File: config.mk
export PLATFORM = sky130hd
export DESIGN_NAME = trdb_reg_bank_flat
export DESIGN_NICKNAME = d
export VERILOG_FILES = /design/src/rtl/trdb_reg_bank_pkg.sv /design/src/rtl/trdb_reg_bank_if.sv /design/src/rtl/pulp_clock_gating.sv /design/src/rtl/trdb_reg_bank_ch.sv /design/src/rtl/trdb_reg_bank.sv /design/src/flat_wrapper.sv
export SDC_FILE = /design/constraint.sdc
export NUM_CORES = 1
export LEC_CHECK = 0
export CAP_MARGIN = 0
export CORE_UTILIZATION = 40
export CTS_CLUSTER_SIZE = 12
export DETAILED_ROUTE_END_ITERATION = 10
export PLACE_DENSITY = 0.8
export SETUP_SLACK_MARGIN = 0.15
export SYNTH_ARGS = -nofsm -noshare
export SYNTH_HDL_FRONTEND = slang
export SYNTH_HIERARCHICAL = 1
export SYNTH_SLANG_ARGS = --single-unit
export TNS_END_PERCENT = 1
File: constraint.sdc
create_clock -name clk_i -period 4.5 [get_ports clk_i]
set_clock_uncertainty 0.2 [all_clocks]
set_input_delay 1.35 -clock clk_i [delete_from_list [all_inputs] [get_ports clk_i]]
set_output_delay 1.35 -clock clk_i [all_outputs]
set_load 0.01 [all_outputs]
File: src/rtl/trdb_reg_bank_pkg.sv
// Shared types, register offsets and CTRL field positions for the trace
// encoder register bank.
package trdb_pkg;

  typedef enum logic [1:0] {
    DELTA_ADDRESS = 2'd0,
    FULL_ADDRESS  = 2'd1
  } ioptions_e;

  typedef enum logic {
    CH_OFF = 1'b0,
    CH_ON  = 1'b1
  } ch_state_e;

  localparam int unsigned TRDB_OFF_CTRL    = 'h00;
  localparam int unsigned TRDB_OFF_ENABLE  = 'h04;
  localparam int unsigned TRDB_OFF_STATUS  = 'h08;
  localparam int unsigned TRDB_OFF_ID      = 'h0C;
  localparam int unsigned TRDB_OFF_STOPCNT = 'h10;

  localparam logic [31:0] TRDB_REG_ID = 32'h7DB0_0001;

  localparam int unsigned CTRL_ACTIVATED_BIT  = 0;
  localparam int unsigned CTRL_NOCONTEXT_BIT  = 1;
  localparam int unsigned CTRL_NOTIME_BIT     = 2;
  localparam int unsigned CTRL_DELTA_ADDR_BIT = 3;
  localparam int unsigned CTRL_CFG_LSB        = 4;
  localparam int unsigned CTRL_CFG_MSB        = 5;
  localparam int unsigned STATUS_ACT_BIT      = 31;

  function automatic logic is_valid_ioption(input logic [1:0] v);
    return (v == 2'(DELTA_ADDRESS)) || (v == 2'(FULL_ADDRESS));
  endfunction

endpackage

File: src/rtl/trdb_reg_bank_if.sv
// APB slave bundle for the trace register bank; names follow the slave view.
interface trdb_reg_bank_if #(
  parameter int ADDR_W = 8
);
  logic              psel_i;
  logic              penable_i;
  logic              pwrite_i;
  logic [ADDR_W-1:0] paddr_i;
  logic [31:0]       pwdata_i;
  logic [31:0]       prdata_o;
  logic              pready_o;
  logic              pslverr_o;

  modport slave (
    input  psel_i, penable_i, pwrite_i, paddr_i, pwdata_i,
    output prdata_o, pready_o, pslverr_o
  );

  modport master (
    output psel_i, penable_i, pwrite_i, paddr_i, pwdata_i,
    input  prdata_o, pready_o, pslverr_o
  );
endinterface

File: src/rtl/pulp_clock_gating.sv
// Latch-based clock gate: enable is captured while the clock is low so the
// gated clock never glitches.
module pulp_clock_gating (
  input  logic clk_i,
  input  logic en_i,
  input  logic test_en_i,
  output logic clk_o
);
  logic r_en_latch;

  always_latch begin
    if (!clk_i) r_en_latch <= en_i | test_en_i;
  end

  assign clk_o = clk_i & r_en_latch;
endmodule

File: src/rtl/trdb_reg_bank_ch.sv
// One traced channel: enable FSM with hw-on > hw-off > sw priority and a
// saturating stop counter.
//   state  | meaning
//   CH_OFF | channel trace disabled
//   CH_ON  | channel trace enabled
module trdb_reg_ch
  import trdb_pkg::*;
#(
  parameter int CNT_W = 16
) (
  input  logic             clk_i,
  input  logic             rst_i,
  input  logic             i_active,
  input  logic             i_req_on,
  input  logic             i_req_off,
  input  logic             i_sw_wr,
  input  logic             i_sw_val,
  input  logic             i_cnt_clr,
  output logic             o_enable,
  output logic [CNT_W-1:0] o_cnt
);
  localparam logic [CNT_W-1:0] CNT_MAX = '1;

  ch_state_e        r_state;
  logic [CNT_W-1:0] r_cnt;
  logic             w_on;
  logic             w_off;

  // An off request only counts when no on request competes with it.
  assign w_on  = i_active & i_req_on;
  assign w_off = i_active & i_req_off & ~i_req_on;

  always_ff @(posedge clk_i) begin
    if (rst_i) begin
      r_state <= CH_OFF;
      r_cnt   <= '0;
    end else begin
      if (r_state == CH_OFF) begin
        if (w_on || (!w_off && i_sw_wr && i_sw_val)) r_state <= CH_ON;
      end else begin
        if (!w_on && (w_off || (i_sw_wr && !i_sw_val))) r_state <= CH_OFF;
      end
      if (i_cnt_clr) r_cnt <= '0;
      else if (r_state == CH_ON && w_off && r_cnt != CNT_MAX) r_cnt <= r_cnt + 1'b1;
    end
  end

  assign o_enable = (r_state == CH_ON);
  assign o_cnt    = r_cnt;
endmodule

File: src/rtl/trdb_reg_bank.sv
// Trace encoder control/status register bank: APB decode, CTRL fields,
// per-channel enable/stop-count instances and the encoder clock gate.
module trdb_reg_bank
  import trdb_pkg::*;
#(
  parameter int NUM_CH = 1,
  parameter int ADDR_W = 8,
  parameter int CNT_W  = 16
) (
  input  logic              clk_i,
  input  logic              rst_i,
  trdb_reg_bank_if.slave    apb,
  input  logic [NUM_CH-1:0] trace_req_on_i,
  input  logic [NUM_CH-1:0] trace_req_off_i,
  output logic [NUM_CH-1:0] trace_enable_o,
  output logic              trace_activated_o,
  output logic              nocontext_o,
  output logic              notime_o,
  output logic              delta_address_o,
  output logic              encoder_mode_o,
  output ioptions_e         configuration_o,
  output logic              clk_gated_o
);
  logic              r_activated;
  logic              r_nocontext;
  logic              r_notime;
  logic              r_delta_address;
  ioptions_e         r_configuration;

  logic              w_access, w_wr, w_mapped, w_cfg_ok;
  logic              w_sel_ctrl, w_sel_enable, w_sel_status, w_sel_id;
  logic [NUM_CH-1:0] w_sel_cnt;
  logic [NUM_CH-1:0] w_enable;
  logic [CNT_W-1:0]  w_cnt [NUM_CH];
  logic [31:0]       w_rdata;
  logic              w_unused_pwdata;

  assign w_access     = apb.psel_i & apb.penable_i;
  assign w_wr         = w_access & apb.pwrite_i;
  assign w_sel_ctrl   = (apb.paddr_i == ADDR_W'(TRDB_OFF_CTRL));
  assign w_sel_enable = (apb.paddr_i == ADDR_W'(TRDB_OFF_ENABLE));
  assign w_sel_status = (apb.paddr_i == ADDR_W'(TRDB_OFF_STATUS));
  assign w_sel_id     = (apb.paddr_i == ADDR_W'(TRDB_OFF_ID));
  assign w_mapped     = w_sel_ctrl | w_sel_enable | w_sel_status | w_sel_id | (|w_sel_cnt);
  assign w_cfg_ok     = is_valid_ioption(apb.pwdata_i[CTRL_CFG_MSB:CTRL_CFG_LSB]);
  assign w_unused_pwdata = ^apb.pwdata_i[31:6];

  // A bad configuration still lets the other CTRL bits land, but flags the access.
  assign apb.pslverr_o = w_access & (~w_mapped |
                         (apb.pwrite_i & (w_sel_status | w_sel_id | (w_sel_ctrl & ~w_cfg_ok))));
  assign apb.pready_o  = 1'b1;

  always_ff @(posedge clk_i) begin
    if (rst_i) begin
      r_activated     <= 1'b0;
      r_nocontext     <= 1'b1;
      r_notime        <= 1'b1;
      r_delta_address <= 1'b1;
      r_configuration <= DELTA_ADDRESS;
    end else if (w_wr && w_sel_ctrl) begin
      r_activated     <= apb.pwdata_i[CTRL_ACTIVATED_BIT];
      r_nocontext     <= apb.pwdata_i[CTRL_NOCONTEXT_BIT];
      r_notime        <= apb.pwdata_i[CTRL_NOTIME_BIT];
      r_delta_address <= apb.pwdata_i[CTRL_DELTA_ADDR_BIT];
      if (w_cfg_ok) r_configuration <= ioptions_e'(apb.pwdata_i[CTRL_CFG_MSB:CTRL_CFG_LSB]);
    end
  end

  for (genvar k = 0; k < NUM_CH; k++) begin : g_ch
    assign w_sel_cnt[k] = (apb.paddr_i == ADDR_W'(TRDB_OFF_STOPCNT + 4 * k));

    trdb_reg_ch #(.CNT_W(CNT_W)) u_ch (
      .clk_i     (clk_i),
      .rst_i     (rst_i),
      .i_active  (r_activated),
      .i_req_on  (trace_req_on_i[k]),
      .i_req_off (trace_req_off_i[k]),
      .i_sw_wr   (w_wr & w_sel_enable),
      .i_sw_val  (apb.pwdata_i[k]),
      .i_cnt_clr (w_wr & w_sel_cnt[k]),
      .o_enable  (w_enable[k]),
      .o_cnt     (w_cnt[k])
    );
  end

  always_comb begin
    w_rdata = '0;
    if (w_access) begin
      if (w_sel_ctrl) begin
        w_rdata = {26'd0, r_configuration, r_delta_address, r_notime, r_nocontext, r_activated};
      end else if (w_sel_enable) begin
        w_rdata = 32'(w_enable);
      end else if (w_sel_status) begin
        w_rdata = 32'(w_enable);
        w_rdata[STATUS_ACT_BIT] = r_activated;
      end else if (w_sel_id) begin
        w_rdata = TRDB_REG_ID;
      end
      for (int k = 0; k < NUM_CH; k++) begin
        if (w_sel_cnt[k]) w_rdata = 32'(w_cnt[k]);
      end
    end
  end

  assign apb.prdata_o = w_rdata;

  assign trace_enable_o    = w_enable;
  assign trace_activated_o = r_activated;
  assign nocontext_o       = r_nocontext;
  assign notime_o          = r_notime;
  assign delta_address_o   = r_delta_address;
  assign encoder_mode_o    = 1'b0;
  assign configuration_o   = r_configuration;

  // Gate is held off while reset is asserted, independent of CTRL contents.
  pulp_clock_gating u_cg (
    .clk_i     (clk_i),
    .en_i      (r_activated & ~rst_i),
    .test_en_i (1'b0),
    .clk_o     (clk_gated_o)
  );
endmodule
File: src/flat_wrapper.sv
// flat-port wrapper written by rule: the top's interface ports become plain ports
module trdb_reg_bank_flat import trdb_pkg::*;
#(
  parameter int NUM_CH = 1,
  parameter int ADDR_W = 8,
  parameter int CNT_W  = 16
)
  (clk_i, rst_i, trace_req_on_i, trace_req_off_i, trace_enable_o, trace_activated_o, nocontext_o, notime_o, delta_address_o, encoder_mode_o, configuration_o, clk_gated_o, apb_psel_i, apb_penable_i, apb_pwrite_i, apb_paddr_i, apb_pwdata_i, apb_prdata_o, apb_pready_o, apb_pslverr_o);
  trdb_reg_bank_if #(.ADDR_W(ADDR_W)) apb_i ();
  input  logic clk_i;
  input  logic rst_i;
  input  logic [NUM_CH-1:0] trace_req_on_i;
  input  logic [NUM_CH-1:0] trace_req_off_i;
  output logic [NUM_CH-1:0] trace_enable_o;
  output logic trace_activated_o;
  output logic nocontext_o;
  output logic notime_o;
  output logic delta_address_o;
  output logic encoder_mode_o;
  output ioptions_e configuration_o;
  output logic clk_gated_o;
  input wire logic [$bits(apb_i.psel_i)-1:0] apb_psel_i;
  input wire logic [$bits(apb_i.penable_i)-1:0] apb_penable_i;
  input wire logic [$bits(apb_i.pwrite_i)-1:0] apb_pwrite_i;
  input wire logic [$bits(apb_i.paddr_i)-1:0] apb_paddr_i;
  input wire logic [$bits(apb_i.pwdata_i)-1:0] apb_pwdata_i;
  output wire logic [$bits(apb_i.prdata_o)-1:0] apb_prdata_o;
  output wire logic [$bits(apb_i.pready_o)-1:0] apb_pready_o;
  output wire logic [$bits(apb_i.pslverr_o)-1:0] apb_pslverr_o;
  assign apb_i.psel_i = apb_psel_i;
  assign apb_i.penable_i = apb_penable_i;
  assign apb_i.pwrite_i = apb_pwrite_i;
  assign apb_i.paddr_i = apb_paddr_i;
  assign apb_i.pwdata_i = apb_pwdata_i;
  assign apb_prdata_o = apb_i.prdata_o;
  assign apb_pready_o = apb_i.pready_o;
  assign apb_pslverr_o = apb_i.pslverr_o;
  trdb_reg_bank #(.NUM_CH(NUM_CH), .ADDR_W(ADDR_W), .CNT_W(CNT_W)) u_core (.clk_i(clk_i), .rst_i(rst_i), .apb(apb_i), .trace_req_on_i(trace_req_on_i), .trace_req_off_i(trace_req_off_i), .trace_enable_o(trace_enable_o), .trace_activated_o(trace_activated_o), .nocontext_o(nocontext_o), .notime_o(notime_o), .delta_address_o(delta_address_o), .encoder_mode_o(encoder_mode_o), .configuration_o(configuration_o), .clk_gated_o(clk_gated_o));
endmodule
==> impl_metrics.prom <==
# TYPE chip_impl_metric gauge
chip_impl_info{name="outcome",value="finished with violations"} 1
chip_impl_info{name="violations",value="negative setup slack"} 1
chip_impl_metric{name="insertion_delay",unit="ns"} 0.37
chip_impl_info{name="cts_tree",value="built"} 1
chip_impl_metric{name="drc_errors",unit=""} 0
chip_impl_metric{name="layoutNonFillerInstCount",unit=""} 319
chip_impl_info{name="setup.worst_path.end_class",value="output pin"} 1
chip_impl_metric{name="synth-async-reset-ratio",unit=""} 0
chip_impl_info{name="cpMaxStageDelayCell",value="sky130_fd_sc_hd__dlxtn_2"} 1
chip_impl_metric{name="drt_iter0_markers",unit=""} 78
chip_impl_metric{name="drive_gt1_frac",unit=""} 0.242
chip_impl_metric{name="ys_warn_count",unit=""} 6
chip_impl_metric{name="yosys.area.top_type_share",unit=""} 0.266
chip_impl_metric{name="area_growth",unit="%"} 38.9
chip_impl_metric{name="die_height",unit="um"} 67.8
chip_impl_metric{name="io_pins",unit=""} 90
chip_impl_metric{name="timing.final.setup_violations",unit=""} 7
chip_impl_metric{name="grt_overflow_total",unit=""} 0
chip_impl_metric{name="mappedNetlistArea",unit="um^2"} 1730
chip_impl_metric{name="total_wirelength",unit="um"} 4450
chip_impl_info{name="synthTopCellsByArea",value="sky130_fd_sc_hd__dfxtp_1 27%, sky130_fd_sc_hd__mux2i_1 10%, sky130_fd_sc_hd__buf_4 6.9%"} 1
chip_impl_metric{name="final_critical_path_setup_slack",unit="ns"} -0.315
chip_impl_info{name="yosys.area.top_type",value="sky130_fd_sc_hd__dfxtp_1"} 1
chip_impl_info{name="mostFrequentLayoutCell",value="sky130_fd_sc_hd__dfxtp_1"} 1
chip_impl_metric{name="timing.critical_path.arrival",unit="ns"} 3.27
chip_impl_metric{name="max-vdd-ir-drop",unit="uV"} 160
chip_impl_metric{name="timing.critical_path.buf_inv",unit=""} 1
chip_impl_metric{name="yosys.cell_types.count",unit=""} 50
chip_impl_metric{name="grtUsageTotal",unit=""} 0.211
chip_impl_info{name="timing.hold.worst.class",value="reg2reg"} 1
chip_impl_metric{name="avgRoutedWirePerCell",unit="um"} 13.9
chip_impl_metric{name="first_global_vias",unit=""} 1542
chip_impl_metric{name="place.gp.congestion",unit=""} 0.811
chip_impl_metric{name="total_leakage_power",unit="uW"} 0.00108
chip_impl_metric{name="drv_cap",unit=""} 0
chip_impl_info{name="grt_setup_unrepaired",value="yes"} 1
chip_impl_metric{name="grt_pass1_wl",unit="um"} 7090
chip_impl_metric{name="floorplan.rows",unit=""} 23
chip_impl_metric{name="antenna_found_initial",unit=""} 0
chip_impl_metric{name="via_per_inst",unit=""} 5.29
chip_impl_metric{name="remaining_antenna_violation_count",unit=""} 0
chip_impl_metric{name="vias",unit=""} 1686
chip_impl_metric{name="floorplan.die_area",unit="um^2"} 4590
chip_impl_metric{name="post-dp-hpwl",unit="um"} 3280
chip_impl_info{name="crit_path_class",value="latch2out"} 1
chip_impl_metric{name="critical_path.max_stage_delay",unit="ns"} 0.41
chip_impl_metric{name="timing_hold_violations_final",unit=""} 0
chip_impl_metric{name="syn_inst",unit=""} 210
chip_impl_info{name="critical_path.cell_chain",value="and2_4, buf_6"} 1
chip_impl_metric{name="core_area",unit="um^2"} 4090
chip_impl_metric{name="ys_ff_latch",unit=""} 24
chip_impl_metric{name="start_util",unit=""} 0.423
chip_impl_metric{name="power-per-cell-area",unit="nW/um^2"} 202
chip_impl_metric{name="postCtsHoldBufs",unit=""} 0
chip_impl_metric{name="cp_data_required_time",unit="ns"} 2.95
chip_impl_metric{name="slew_headroom",unit=""} 0.500
chip_impl_metric{name="critical_path_fanout_max",unit=""} 1
chip_impl_metric{name="setup_total_negative_slack",unit="ns"} -0.931
chip_impl_info{name="ys_dominant_reg_cell",value="sky130_fd_sc_hd__dfxtp_1"} 1
chip_impl_metric{name="final-max-slew-violation-count",unit=""} 0
chip_impl_info{name="final_cell_mix",value="23 x sky130_fd_sc_hd__dfxtp_1, 22 x sky130_fd_sc_hd__nand2_1, 20 x sky130_fd_sc_hd__clkdlybuf4s50_1, 18 x sky130_fd_sc_hd__mux2i_1, 14 x sky130_fd_sc_hd__nor2_1"} 1
chip_impl_metric{name="drtPass1Iterations",unit=""} 5
chip_impl_metric{name="final_core_util",unit=""} 0.588
chip_impl_metric{name="grt_max_degree",unit=""} 19
chip_impl_metric{name="antenna-diode-count",unit=""} 0
chip_impl_metric{name="clkSlewWorstSetupHoldPaths",unit="ns"} 0.08
chip_impl_metric{name="worst_pin_slew",unit="ns"} 0.745
chip_impl_info{name="start_kind",value="latch"} 1
chip_impl_metric{name="synth_enable_flop_cells",unit=""} 0
chip_impl_metric{name="die_width",unit="um"} 67.8
chip_impl_metric{name="num-nets-final",unit=""} 318
chip_impl_metric{name="syn-mean-instance-area",unit="um^2"} 8.23
chip_impl_metric{name="place.port_buffers",unit=""} 55
chip_impl_metric{name="post-place-ws",unit="ns"} -0.626
chip_impl_metric{name="dp.cells",unit=""} 310
chip_impl_info{name="path_delay_family",value="latches"} 1
==> power breakdown <==
| part | leakage (uW) | total, uW | internal, uW | switching (uW) |
|---|---|---|---|---|
| Sequential | 0.000193 | 210 | 210 | 0.193 |
| Combinational | 0.000836 | 53.2 | 27.7 | 25.5 |
| Clock | 0.0000550 | 221 | 135 | 86.6 |
| Total | 0.00108 | 485 | 372 | 112 |
==> kinds of logic after synthesis <==
| family | share of synthesized area |
|---|---|
| DFF | 0.266 |
| latches | 0.00868 |
| buffers and inverters | 0.108 |
| AOI/OAI and AO/OA | 0.130 |
| other | 0.00434 |
| and+or+nand+nor | 0.363 |
| adders and majority gates | 0.00723 |
| muxes | 0.113 |
==> repair_timing <==
action                     CTS  global route
setup endpoints to repair   29            29
buffers inserted             0             2
pin swaps                    1             4
resized for setup           78            32
==> area by class of cell <==
| type | count | area (um^2) |
|---|---|---|
| fillers | 376 | 1680 |
| multi-input cells | 164 | 1140 |
| repair buffers | 69 | 608 |
| flip-flops and latches | 24 | 477 |
| clock buffers | 8 | 97.6 |
| well taps | 50 | 62.6 |
| inverters | 4 | 15.0 |
==> layer usage <==
metal / vias up / global-route usage / wire (um)
met5: - / 0 / 0
met4: 0 / 0.117 / 86
li1: 852 / - / -
met2: 60 / 0.348 / 2170
met1: 765 / 0.256 / 1900
met3: 9 / 0.0355 / 292
==> Yosys cell counts, types with 3 or more instances <==
| cell type | n |
|---|---|
| sky130_fd_sc_hd__dfxtp_1 | 23 |
| sky130_fd_sc_hd__a21oi_1 | 13 |
| sky130_fd_sc_hd__nor2b_1 | 3 |
| sky130_fd_sc_hd__nor2_1 | 15 |
| sky130_fd_sc_hd__nand4_1 | 5 |
| sky130_fd_sc_hd__or4_1 | 3 |
| sky130_fd_sc_hd__clkbuf_1 | 5 |
| sky130_fd_sc_hd__nor3_1 | 4 |
| sky130_fd_sc_hd__inv_1 | 4 |
| sky130_fd_sc_hd__or3_1 | 9 |
| sky130_fd_sc_hd__nand2_1 | 22 |
| sky130_fd_sc_hd__o21ai_1 | 3 |
| sky130_fd_sc_hd__and3_1 | 3 |
| sky130_fd_sc_hd__o31ai_1 | 3 |
| sky130_fd_sc_hd__and2_1 | 13 |
| sky130_fd_sc_hd__buf_4 | 16 |
| sky130_fd_sc_hd__mux2i_1 | 18 |
| sky130_fd_sc_hd__nor3b_1 | 3 |
==> state kept, by name (all words and copies together), names as in the netlist <==
signal,cells
u_core/configuration_o,2
u_core/delta_address_o,1
u_core/g_ch.u_ch/o_cnt,16
u_core/g_ch.u_ch/o_enable,1
u_core/nocontext_o,1
u_core/notime_o,1
u_core/trace_activated_o,1
u_core/u_cg/r_en_latch,1
==> final timing paths <==
check                                 from                       endpoint  slack, ns  cells after the start
max                 u_core/u_cg/r_en_latch                    clk_gated_o      -0.32                      2
min          u_core/g_ch[0].u_ch/o_cnt[15]  u_core/g_ch[0].u_ch/o_cnt[15]       0.30                      2
max reg2reg       u_core/trace_activated_o         u_core/u_cg/r_en_latch       1.29                      2
min reg2reg  u_core/g_ch[0].u_ch/o_cnt[15]  u_core/g_ch[0].u_ch/o_cnt[15]       0.30                      2
==> per-stage QoR <==
| stage | power, uW | area, um^2 | hold slack, ns |
|---|---|---|---|
| floorplan | 246 | 1760 | 0.252 |
| global placement | 280 | 2290 | 0.261 |
| detailed placement | 282 | 2290 | 0.283 |
| CTS | 477 | 2360 | 0.297 |
| global route | 507 | 2400 | 0.317 |
| finish | 485 | 2400 | 0.297 |
==> worst register-to-register path, cell delays in order, from the launching register on <==
cell and delay, ns:
sky130_fd_sc_hd__dfxtp_1 0.43, sky130_fd_sc_hd__nor2b_1 0.21, sky130_fd_sc_hd__or2_1 0.14
(Power assumes the default switching activity.)
